File: config.mk
export PLATFORM = sky130hd
export DESIGN_NAME = rom_bus_arbiter
export DESIGN_NICKNAME = d
export VERILOG_FILES = /design/src/rtl/rom_arb_pkg.sv /design/src/rtl/rr_arbiter_2.sv /design/src/rtl/rom_bus_arbiter.sv
export SDC_FILE = /design/constraint.sdc
export NUM_CORES = 1
export LEC_CHECK = 0
export ABC_CLOCK_PERIOD_IN_PS = 4100
export CORE_ASPECT_RATIO = 1.1
export CORE_MARGIN = 3
export CORE_UTILIZATION = 30
export DETAILED_ROUTE_END_ITERATION = 12
export PLACE_DENSITY = 0.68
export SETUP_SLACK_MARGIN = 0.4
export SLEW_MARGIN = 25
export SYNTH_ARGS = -nofsm -noshare
export SYNTH_HDL_FRONTEND = slang
export SYNTH_SLANG_ARGS = --single-unit
export TNS_END_PERCENT = 20
File: constraint.sdc
create_clock -name clk -period 4.1 [get_ports clk]
set_clock_uncertainty 0.2 [all_clocks]
set_input_delay 0.82 -clock clk [delete_from_list [all_inputs] [get_ports clk]]
set_output_delay 0.82 -clock clk [all_outputs]
set_load 0.05 [all_outputs]
File: src/rtl/rom_arb_pkg.sv
// Shared types and constants for the two-master boot ROM arbiter.
package rom_arb_pkg;

    typedef enum logic [2:0] {
        IDLE,
        ISSUE,
        WAIT,
        RESP,
        ERR
    } state_t;

    localparam logic GRANT_M0 = 1'b0;
    localparam logic GRANT_M1 = 1'b1;

    // Width of a counter that must hold values 0..t inclusive.
    function automatic int unsigned cnt_width(input int unsigned t);
        return $clog2(t + 1);
    endfunction

endpackage

File: src/rtl/rr_arbiter_2.sv
// Two-request round-robin arbiter; remembers the last winner and favours the other on a tie.
module rr_arbiter_2
    import rom_arb_pkg::*;
(
    input  logic       clk,
    input  logic       rst,
    input  logic [1:0] req,
    input  logic       update,
    output logic [1:0] grant_c,
    output logic       last_grant
);

    always_comb begin
        grant_c = 2'b00;
        case (req)
            2'b01:   grant_c = 2'b01;
            2'b10:   grant_c = 2'b10;
            2'b11:   grant_c = (last_grant == GRANT_M0) ? 2'b10 : 2'b01;
            default: grant_c = 2'b00;
        endcase
    end

    // Reset to m1 so that m0 wins the first contested grant.
    always_ff @(posedge clk or posedge rst) begin
        if (rst) begin
            last_grant <= GRANT_M1;
        end else if (update && (|req)) begin
            last_grant <= grant_c[1];
        end
    end

endmodule

File: src/rtl/rom_bus_arbiter.sv
// Shares a single-port read-only boot ROM between the ifetch (m0) and data-load (m1)
// Wishbone classic masters; one access in flight, writes and ROM timeouts answered with err.
module rom_bus_arbiter
    import rom_arb_pkg::*;
#(
    parameter int unsigned ADDR_WIDTH     = 15,
    parameter int unsigned DATA_WIDTH     = 32,
    parameter int unsigned TIMEOUT_CYCLES = 15
) (
    input  logic                  clk,
    input  logic                  rst,
    input  logic                  m0_cyc,
    input  logic                  m0_stb,
    input  logic                  m0_we,
    input  logic [ADDR_WIDTH-1:0] m0_adr,
    output logic [DATA_WIDTH-1:0] m0_dat,
    output logic                  m0_ack,
    output logic                  m0_err,
    input  logic                  m1_cyc,
    input  logic                  m1_stb,
    input  logic                  m1_we,
    input  logic [ADDR_WIDTH-1:0] m1_adr,
    output logic [DATA_WIDTH-1:0] m1_dat,
    output logic                  m1_ack,
    output logic                  m1_err,
    output logic [ADDR_WIDTH-1:0] rom_addr,
    output logic                  rom_stb,
    input  logic [DATA_WIDTH-1:0] rom_data,
    input  logic                  rom_ack
);

    localparam int unsigned CNT_W = cnt_width(TIMEOUT_CYCLES);

    state_t                state;
    logic                  winner;
    logic [CNT_W-1:0]      cnt;
    logic [1:0]            req_c;
    logic [1:0]            grant_c;
    logic                  last_grant;
    logic                  update_c;
    logic                  win_c;
    logic                  sel_we_c;
    logic [ADDR_WIDTH-1:0] sel_adr_c;
    logic                  win_cyc_c;

    assign req_c     = {m1_cyc & m1_stb, m0_cyc & m0_stb};
    assign update_c  = (state == IDLE);
    assign win_c     = grant_c[1];
    assign sel_we_c  = grant_c[0] ? m0_we  : m1_we;
    assign sel_adr_c = grant_c[0] ? m0_adr : m1_adr;
    assign win_cyc_c = (winner == GRANT_M1) ? m1_cyc : m0_cyc;

    rr_arbiter_2 u_rr (
        .clk        (clk),
        .rst        (rst),
        .req        (req_c),
        .update     (update_c),
        .grant_c    (grant_c),
        .last_grant (last_grant)
    );

    // Access sequencer: ack/err/stb are single-cycle pulses cleared by default each cycle.
    always_ff @(posedge clk or posedge rst) begin
        if (rst) begin
            state    <= IDLE;
            winner   <= GRANT_M0;
            cnt      <= '0;
            rom_addr <= '0;
            rom_stb  <= 1'b0;
            m0_dat   <= '0;
            m1_dat   <= '0;
            m0_ack   <= 1'b0;
            m0_err   <= 1'b0;
            m1_ack   <= 1'b0;
            m1_err   <= 1'b0;
        end else begin
            rom_stb <= 1'b0;
            m0_ack  <= 1'b0;
            m0_err  <= 1'b0;
            m1_ack  <= 1'b0;
            m1_err  <= 1'b0;
            case (state)
                IDLE: begin
                    if (|req_c) begin
                        winner <= win_c;
                        if (sel_we_c) begin
                            state <= ERR;
                            if (win_c == GRANT_M1) m1_err <= 1'b1;
                            else                   m0_err <= 1'b1;
                        end else begin
                            rom_addr <= sel_adr_c;
                            rom_stb  <= 1'b1;
                            cnt      <= '0;
                            state    <= ISSUE;
                        end
                    end
                end
                ISSUE: state <= WAIT;
                WAIT: begin
                    // A master that abandoned its cycle gets neither ack nor err.
                    if (rom_ack) begin
                        if (win_cyc_c) begin
                            if (winner == GRANT_M1) begin
                                m1_dat <= rom_data;
                                m1_ack <= 1'b1;
                            end else begin
                                m0_dat <= rom_data;
                                m0_ack <= 1'b1;
                            end
                            state <= RESP;
                        end else begin
                            state <= IDLE;
                        end
                    end else if (cnt == CNT_W'(TIMEOUT_CYCLES)) begin
                        if (win_cyc_c) begin
                            if (winner == GRANT_M1) m1_err <= 1'b1;
                            else                    m0_err <= 1'b1;
                            state <= ERR;
                        end else begin
                            state <= IDLE;
                        end
                    end else begin
                        cnt <= cnt + CNT_W'(1);
                    end
                end
                RESP:    state <= IDLE;
                ERR:     state <= IDLE;
                default: state <= IDLE;
            endcase
        end
    end

endmodule

-- Word-level counts from Yosys, hierarchy flattened
Cells that the tools add are included.
- equal/unequal tests: 11
- $mul: 0
- shift operators: 0
- muxes and demuxes: 40
- reduce and logical (&&, ||, !) cells: 10
- order comparisons: 0
- bitwise operators: 4
- $add $sub $neg: 1
- divide/modulo/power cells: 0
- operators with widths (cell ; number):
    2-to-1 mux 1 bit ; 23
    2-to-1 mux 4 bit ; 4
    2-to-1 mux 15 bit ; 1
    2-to-1 mux 3 bit ; 5
    case mux 3 bit (3 select lines) ; 1
    inequality test 2 bit, second input constant ; 4
    case mux 4 bit (2 select lines) ; 1
    AND reduction 4 bit ; 2
    case mux 2 bit (3 select lines) ; 1
    AND reduction 5 bit ; 1
    adder 4 x 1 -> 4 bit, second input constant ; 1
    == test 2 bit, second input constant ; 2
    == test 4 bit, second input constant ; 1
    2-to-1 mux 2 bit ; 2
    case mux 1 bit (2 select lines) ; 2
    AND reduction 2 bit ; 2
    == test 3 x 1 -> 1 bit, second input constant ; 1
    == test 3 x 2 -> 1 bit, second input constant ; 1
    logical NOT 3 bit ; 1
    inequality test 3 bit, second input constant ; 1
    AND reduction 3 bit ; 1
    AND 1 bit ; 2
    == test 2 x 1 -> 1 bit, second input constant ; 1
    inverter 1 bit ; 2
    3 further kinds ; 3
- input bits: 71
- bits in registers: 93
- output and inout port bits: 84
- memories kept: 0
- latch bits: 0
- ROM bits: 0
- memory bits (writable): 0

-- Logic depth before layout (Yosys ltp)
Gate-level depths: netlist of the first run.
- depth in word-level cells: 7
- mapped depth: 7
- depth with buffers taken out: 5

-- Cells and area by module
Synthesis of the first run repeated with hierarchy kept, for this count alone.
- cell total of the unflattened synthesis: 276
- area total of the unflattened synthesis: 3948.8 µm²
- by module, submodules not included (module ; cells each ; sequential area each (µm²) ; times used ; area an instance (µm²)):
    rom_bus_arbiter ; 269 ; 2302.2 ; 1 ; 3888.7
    rr_arbiter_2 ; 7 ; 26.3 ; 1 ; 60.1

-- Worst setup path before layout of the first run
OpenSTA, ideal clock, no wires.
- path type: input port to flip-flop
- from: input port m1_stb
- to: register cnt[0]
- setup slack: 1930 ps
- stages: 5
- arrival time: 1835 ps
- cells stage by stage: and3b_4 or2_1 buf_2 a311oi_2 a21oi_1
- word-level cells in the longest chain between the ends: 6
- elaborated cells between the ends (all ways): 10
- ends and longest elaborated chain (element ; line ; text):
    from (decl) ; rom_bus_arbiter.sv:20 ; input logic m1_stb,
    AND 1 bit (*) ; rom_bus_arbiter.sv:46 ; assign req_c = {m1_cyc & m1_stb, m0_cyc & m0_stb};
    == test 2 bit or == test 2 x 1 -> 1 bit (tied branches) ; rr_arbiter_2.sv:15 ; case (req)
    case mux 2 bit (3 select lines) ; rr_arbiter_2.sv:15 ;
    2-to-1 mux 1 bit ; rom_bus_arbiter.sv:49 ; assign sel_we_c = grant_c[0] ? m0_we : m1_we;
    inequality test 2 bit (no line) ; -- ;
    AND reduction 5 bit (no line) (*) ; -- ;
    to (signal assigned) ; rom_bus_arbiter.sv:123 ; cnt <= cnt + CNT_W'(1);
    to (decl) ; rom_bus_arbiter.sv:36 ; logic [CNT_W-1:0] cnt;
Mark *: on every way between the ends. The rest lies on a longest branch, timed or not.
A chain may end at the register's enable or synchronous reset.

-- Worst setup path after layout of the first run
- from: input port m1_cyc
- to: register m1_dat[16]
- word-level cells in the longest chain between the ends: 2
- ends and longest elaborated chain (element ; line ; text):
    from (decl) ; rom_bus_arbiter.sv:19 ; input logic m1_cyc,
    2-to-1 mux 1 bit ; rom_bus_arbiter.sv:51 ; assign win_cyc_c = (winner == GRANT_M1) ? m1_cyc : m0_cyc;
    AND reduction 4 bit (no line) ; -- ;
    to (signal assigned) ; rom_bus_arbiter.sv:104 ; m1_dat <= rom_data;
    to (decl) ; rom_bus_arbiter.sv:23 ; output logic [DATA_WIDTH-1:0] m1_dat,
Every way passes these cells.

==> reports/qor.yml, run 1 <==
status: "complete, no violations"
ys_ff_latch: 93
p_int_mw: 2.851
hpwlAfterDp_mm: 7.642
finalSetupViolations: 0
final_common_cell: "clkdlybuf4s50_1"
clockPowerShare: 0.171
fin_crit_sh: 0.6610
core_um2: 12750
antenna_left: 0
path_clk_slew_ns: 0.06
worst_pin_slew_ns: 0.8135
fmax_ghz: 0.3690
clkSinkCount: 93
finalMaxSlewViolations: 0
clock_latency_ns: 0.34
hold_viol: 0
path_depth: 4
worst_setup_path_start_kind: "input port"
critPathRequiredTime_ns: 4.12
cts_resized: 0
num_vias: 3257
fin_tns_setup_ns: 0
final_cell_mix: "clkdlybuf4s50_1, nand2_1, dfrtp_1"
antenna_found_initial: 0
crit_buf_inv: 1
die_h_um: 126.3
fp-row-count: 43
syn_to_final_growth_pct: 50.67
io_buffers: 154
pwr_density_cell_nw_per_um2: 886.8
syn_avg_cell_area_um2: 10.79
startpoint: "m1_cyc"
total_power_mw: 5.276
p_leak_nw: 2.620
synth_ff_type: "dfrtp_1"
drtIter0Drc: 139
regToRegStartpoint: "state[0]$_DFFE_PP0P_"
drive_above_1_share: 0.1154
die_area_um2: 14580
firstDrtPassIters: 4
pwr-share-seq: 0.301
synth_cell_types: 42
synth_warnings: 0
htree_levels: 3
ff2ff_path_depth: 3
cts-buffers-inserted: 9
switching_share: 0.4597
grt_pass1_vias: 3419
synthArstFlopShare: 1.000
peakVddDrop_v: 0.0003896
clockBufferDepth: 2
cp_slowest_stage_delay_ns: 0.73
critPathTopFamily: "simple AND/OR/NAND/NOR gates"
synth-edff-count: 0
wirelength_mm: 10.47
grt_overflow: 0
cap_violations: 0
grt_pass1_wl_mm: 17.20
relSlewSlack: 0.4577
crit_chain: "clkdlybuf4s50_1, and2_1, and3_2, mux2_2"
endpoint_kind: "flop"
die_x_um: 115.4
root_buffer: "clkbuf_16"
arrival_ns: 2.73
p_switching_mw: 2.426
diodes: 0
pwr-share-comb: 0.528
hold_class: "reg2reg"
cts_tree: "done"
fillers: 1186
path_max_fanout: 34
synthCells: 366
yosys-top-cells-area: "dfrtp_1, nand2_1, mux2_2, a41oi_1, a21oi_1"
ctsHoldBuffers: 0
avgViaCountPerCell: 4.811
place_congestion: 0.7998
whs_path_depth: 2
initial_core_util: 0.3097
syn_nets: 438
cts_setup_buffers: 0
syn_area_um2: 3949
grt_usage: 0.1480
crit_type: "in2reg"
fin_crit_ns: 2.710
drc: 0
hp-start: "m0_dat[16]$_DFFE_PP0P_"
synth_top_area_frac: 0.5830
rsz0062_at_grt: "no"
yosysTopAreaCell: "dfrtp_1"
num-nets-final: 587
synth_seq_area_share: 0.5897
grt_max_degree: 52
io_pins: 155
wl_per_cell_um: 15.46
cp_slowest_cell: "and3_2"
==> through the flow <==
| stage | area [um^2] | hold WS (ns) | util | setup WS, ns | cells |
|---|---|---|---|---|---|
| 2_1_floorplan | 3949 | 0.2679 | - | 0.6613 | 366 |
| 3_3_place_gp | 5612 | 0.2620 | 0.4401 | 1.075 | 660 |
| 3_5_place_dp | 5623 | 0.2661 | 0.4410 | 0.9994 | 661 |
| 4_1_cts | 5949 | 0.2818 | 0.4666 | 1.372 | 677 |
| 5_1_grt | 5949 | 0.3032 | 0.4666 | 1.273 | 677 |
| 6_report | 5949 | 0.2733 | 0.4666 | 1.390 | 677 |
==> worst paths after layout <==
kind / endpoint / slack [ns]
max in group asynchronous: m1_dat[16]$_DFFE_PP0P_ / 2.24
max reg2reg: m1_dat[16]$_DFFE_PP0P_ / 1.73
min: m0_dat[16]$_DFFE_PP0P_ / 0.27
max: m1_dat[16]$_DFFE_PP0P_ / 1.39
min in group asynchronous: m1_dat[23]$_DFFE_PP0P_ / 0.72
min reg2reg: m0_dat[16]$_DFFE_PP0P_ / 0.27
==> logic make-up (layout without fill, tap and decap cells) <==
group	count (synthesis)	count (layout)	synth area share
adders and majority gates	1	1	0.003168
AOI/OAI and AO/OA	52	52	0.09379
DFF	93	93	0.5897
buffers and inverters	28	182	0.03771
muxes	32	32	0.09125
and+or+nand+nor	160	160	0.1844
==> power groups by stage <==
stage	Combinational [mW]	Sequential [mW]	Clock, mW
floorplan	0.617	2.79	0
global placement	2.74	1.58	0
global route	2.95	1.64	0.971
finish	2.79	1.59	0.900
CTS	2.82	1.59	0.930
detailed placement	2.81	1.60	0
==> Yosys cell counts (2+ instances only) <==
master	number
a31oi_1	4
nand3b_1	2
mux2_1	5
mux2_2	27
a21oi_1	21
nand2_1	129
a32oi_1	2
nand3_1	5
nor2_1	4
o21ai_1	2
nor3_1	2
and3_1	3
buf_6	4
dfrtp_1	92
clkbuf_1	7
inv_1	7
nor4b_4	2
a41oi_1	15
buf_2	8
or3_1	2
nor2b_1	2
==> per-layer routing <==
layer / wire length, um / share of wire / track usage / up-vias
li1: - / - / - / 1557
met1: 4328 / 0.41 / 0.1809 / 1564
met2: 4961 / 0.47 / 0.2408 / 123
met3: 1004 / 0.096 / 0.05057 / 13
met4: 175 / 0.017 / 0.05594 / 0
met5: 0 / 0 / 0 / -
==> area by class of cell <==
cell class              count  area [um^2]  share of cell area
clock inverters             4        70.07             0.01178
multi-input cells         245         1479              0.2486
repair buffers            158         1588              0.2669
flip-flops and latches     93         2328              0.3914
well taps                 157        196.4             0.03302
inverters                   8        31.28            0.005258
clock buffers              12        256.5             0.04311
==> worst reg2reg max path, cell delays in order (launching register included) <==
cell and delay, ns:
dfrtp_1 0.52, nor3b_4 0.32, and3_2 0.77, mux2_2 0.44
==> registers in the layout, summed over array words and instances (netlist names) <==
name,flops
rom_stb,1
rom_addr,15
cnt,4
m0_err,1
m1_err,1
winner,1
m1_dat,32
m0_dat,32
m0_ack,1
state,3
m1_ack,1
u_rr.last_grant,1
No activity file was read; power rests on OpenSTA's default activity.
==> inputs of run 2 (changes only) <==
--- a/config.mk
+++ b/config.mk
@@ -5,12 +5,12 @@
 export SDC_FILE = /design/constraint.sdc
 export NUM_CORES = 1
 export LEC_CHECK = 0
-export ABC_CLOCK_PERIOD_IN_PS = 4100
+export ABC_CLOCK_PERIOD_IN_PS = 2350
 export CORE_ASPECT_RATIO = 1.1
 export CORE_MARGIN = 3
 export CORE_UTILIZATION = 30
 export DETAILED_ROUTE_END_ITERATION = 12
-export PLACE_DENSITY = 0.68
+export PLACE_DENSITY = 0.7
 export SETUP_SLACK_MARGIN = 0.4
 export SLEW_MARGIN = 25
 export SYNTH_ARGS = -nofsm -noshare
==> constraint.sdc (replaced) <==
create_clock -name clk -period 2.35 [get_ports clk]
set_clock_uncertainty 0.2 [all_clocks]
set_input_delay 0.47 -clock clk [delete_from_list [all_inputs] [get_ports clk]]
set_output_delay 0.47 -clock clk [all_outputs]
set_load 0.05 [all_outputs]
==> reports/qor.yml, run 2 (same netlist as run 1, synthesis figures left out) <==
status: "complete, no violations"
final_common_cell: "nand2_1"
startpoint: "m0_dat[10]$_DFFE_PP0P_"
antenna_found_initial: 0  # unchanged
drtIter0Drc: 145  # +4.3%
crit_chain: "clkdlybuf4s50_1"
p_leak_nw: 3.124  # +19%
hold_slack_ns: 0.2768  # +0.003492 ns
grt_usage: 0.1446  # -0.003431
worst_pin_slew_ns: 0.5291  # -0.2844 ns
drive_above_1_share: 0.1340  # +0.01858
crit_end: "m0_dat[10]"
ff2ff_path_depth: 4  # +1
cp_slowest_stage_delay_ns: 0.81  # +0.08 ns
path_depth: 1  # -3
cap_violations: 0  # unchanged
firstDrtPassIters: 4  # unchanged
rsz0062_at_grt: "yes"
diodes: 0  # unchanged
ctsHoldBuffers: 0  # unchanged
cts-buffers-inserted: 9  # unchanged
cts_tree: "done"
finalMaxSlewViolations: 0  # unchanged
place_congestion: 0.8410  # +5.2%
crit_type: "reg2out"
relSlewSlack: 0.6462  # +0.1885
grt_pass1_vias: 3403  # -0.47%
finalSetupViolations: 0  # unchanged
dpl_cell_area_um2: 5771  # +2.6%
pwr_density_cell_nw_per_um2: 1479  # +67%
initial_core_util: 0.3097  # unchanged
final_cell_mix: "nand2_1, clkdlybuf4s50_1, dfrtp_1"
critPathTopFamily: "buffers and inverters"
rr_endpoint: "cnt[0]$_DFFE_PP0P_"
num_vias: 3348  # +2.8%
path_max_fanout: 2  # -94%
htree_levels: 3  # unchanged
regToRegStartpoint: "state[0]$_DFFE_PP0P_"
clock_latency_ns: 0.34  # about the same
die_h_um: 126.3  # unchanged
num-nets-final: 597  # +1.7%
root_buffer: "clkbuf_16"
grt_pass1_wl_mm: 16.87  # -1.9%
grt_overflow: 0  # unchanged
fillers: 1186  # unchanged
wl_per_cell_um: 15.39  # -0.48%
hpwlAfterDp_mm: 7.724  # +1.1%
die_x_um: 115.4  # unchanged
io_buffers: 154  # unchanged
avgViaCountPerCell: 4.873  # +1.3%
grt_max_degree: 54  # +3.8%
fp-row-count: 43  # unchanged
wirelength_mm: 10.57  # +0.99%
critPathRequiredTime_ns: 1.68  # -2.44 ns
path_clk_slew_ns: 0.06  # about the same
peakVddDrop_v: 0.0005968  # +53%
endpoint_kind: "output pin"
cp_slowest_cell: "clkdlybuf4s50_1"
worst_setup_path_start_kind: "flop"
io_pins: 155  # unchanged
hp-start: "m0_dat[14]$_DFFE_PP0P_"
arrival_ns: 1.51  # -1.22 ns
clkSinkCount: 93  # unchanged
core_um2: 12750  # unchanged
hold_class: "reg2reg"
fmax_ghz: 0.4596
hold_viol: 0  # unchanged
stdcell_area_um2: 6157  # +3.5%
die_area_um2: 14580  # unchanged
drc: 0  # unchanged
clockBufferDepth: 2  # unchanged
fin_crit_sh: 0.9259
crit_buf_inv: 1  # unchanged
syn_to_final_growth_pct: 55.93
reg2reg_slack_ns: 0.37  # -1.36 ns
top_regs: "m0_dat (32), m1_dat (32), rom_addr (15)"
fin_crit_ns: 2.176
antenna_left: 0  # unchanged
[run 2: cell types whose count changed in the layout (fill, tap and decap cells not counted), moves of 2 or more]
cell / change
clkdlybuf4s50_1: -53
dlymetal6s2s_1: +32
dlygate4sd2_1: +21
buf_4: +6
buf_12: +5
clkinv_2: -3
clkinvlp_4: +2
inv_6: +2
[run 2: area by class of cell]
| class | count | area (um^2) | share of cell area |
|---|---|---|---|
| multi-input cells | 245 | 1490 | 0.2420 |
| flip-flops and latches | 93 | 2328 | 0.3782 |
| inverters | 8 | 33.78 | 0.005487 |
| repair buffers | 168 | 1775 | 0.2884 |
| clock buffers | 10 | 239.0 | 0.03881 |
| well taps | 157 | 196.4 | 0.03190 |
| clock inverters | 6 | 93.84 | 0.01524 |
[run 2: repair_timing]
action,4_1_cts,5_1_grt
setup buffers,0,0
gates resized for setup,21,32
gates cloned,0,0
setup endpoints to repair,109,164
[run 2: worst min-delay path, stage by stage, from the launching register on]
cell and delay (ns):
dfrtp_1 0.34, nand2_1 0.05, nand2_1 0.05
[run 2: through the flow]
| step | worst slack (ns) | setup TNS (ns) | power, mW | cells | util |
|---|---|---|---|---|---|
| floorplan | 0.4693 | 0 | 5.936 | 366 | - |
| global placement | 0.04064 | 0 | 7.602 | 671 | 0.4526 |
| detailed placement | -0.01234 | -0.01234 | 7.718 | 671 | 0.4526 |
| CTS | 0.1453 | 0 | 9.229 | 687 | 0.4766 |
| global route | 0.1360 | 0 | 9.562 | 687 | 0.4829 |
| finish | 0.1741 | 0 | 9.106 | 687 | 0.4829 |
[run 2: layer usage]
metal | GRT usage | wire length [um]
met4 | 0.04351 | 161
met1 | 0.1851 | 4510
met5 | 0 | 0
met3 | 0.04055 | 706
met2 | 0.2377 | 5195
[run 2: power breakdown]
| part | switching (mW) | internal [mW] |
|---|---|---|
| logic | 3.20 | 1.57 |
| clock network | 0.631 | 0.970 |
| registers | 0.438 | 2.30 |
| total | 4.27 | 4.84 |
[run 2: worst min-delay path by stage]
stage                             endpoint  slack, ns  cells after the start
CTS                 m0_dat[21]$_DFFE_PP0P_       0.28                      2
global placement    m0_dat[15]$_DFFE_PP0P_       0.26                      2
detailed placement  m0_dat[21]$_DFFE_PP0P_       0.26                      2
floorplan               cnt[0]$_DFFE_PP0P_       0.27                      1
finish              m0_dat[14]$_DFFE_PP0P_       0.28                      2
global route         m0_dat[5]$_DFFE_PP0P_       0.31                      2
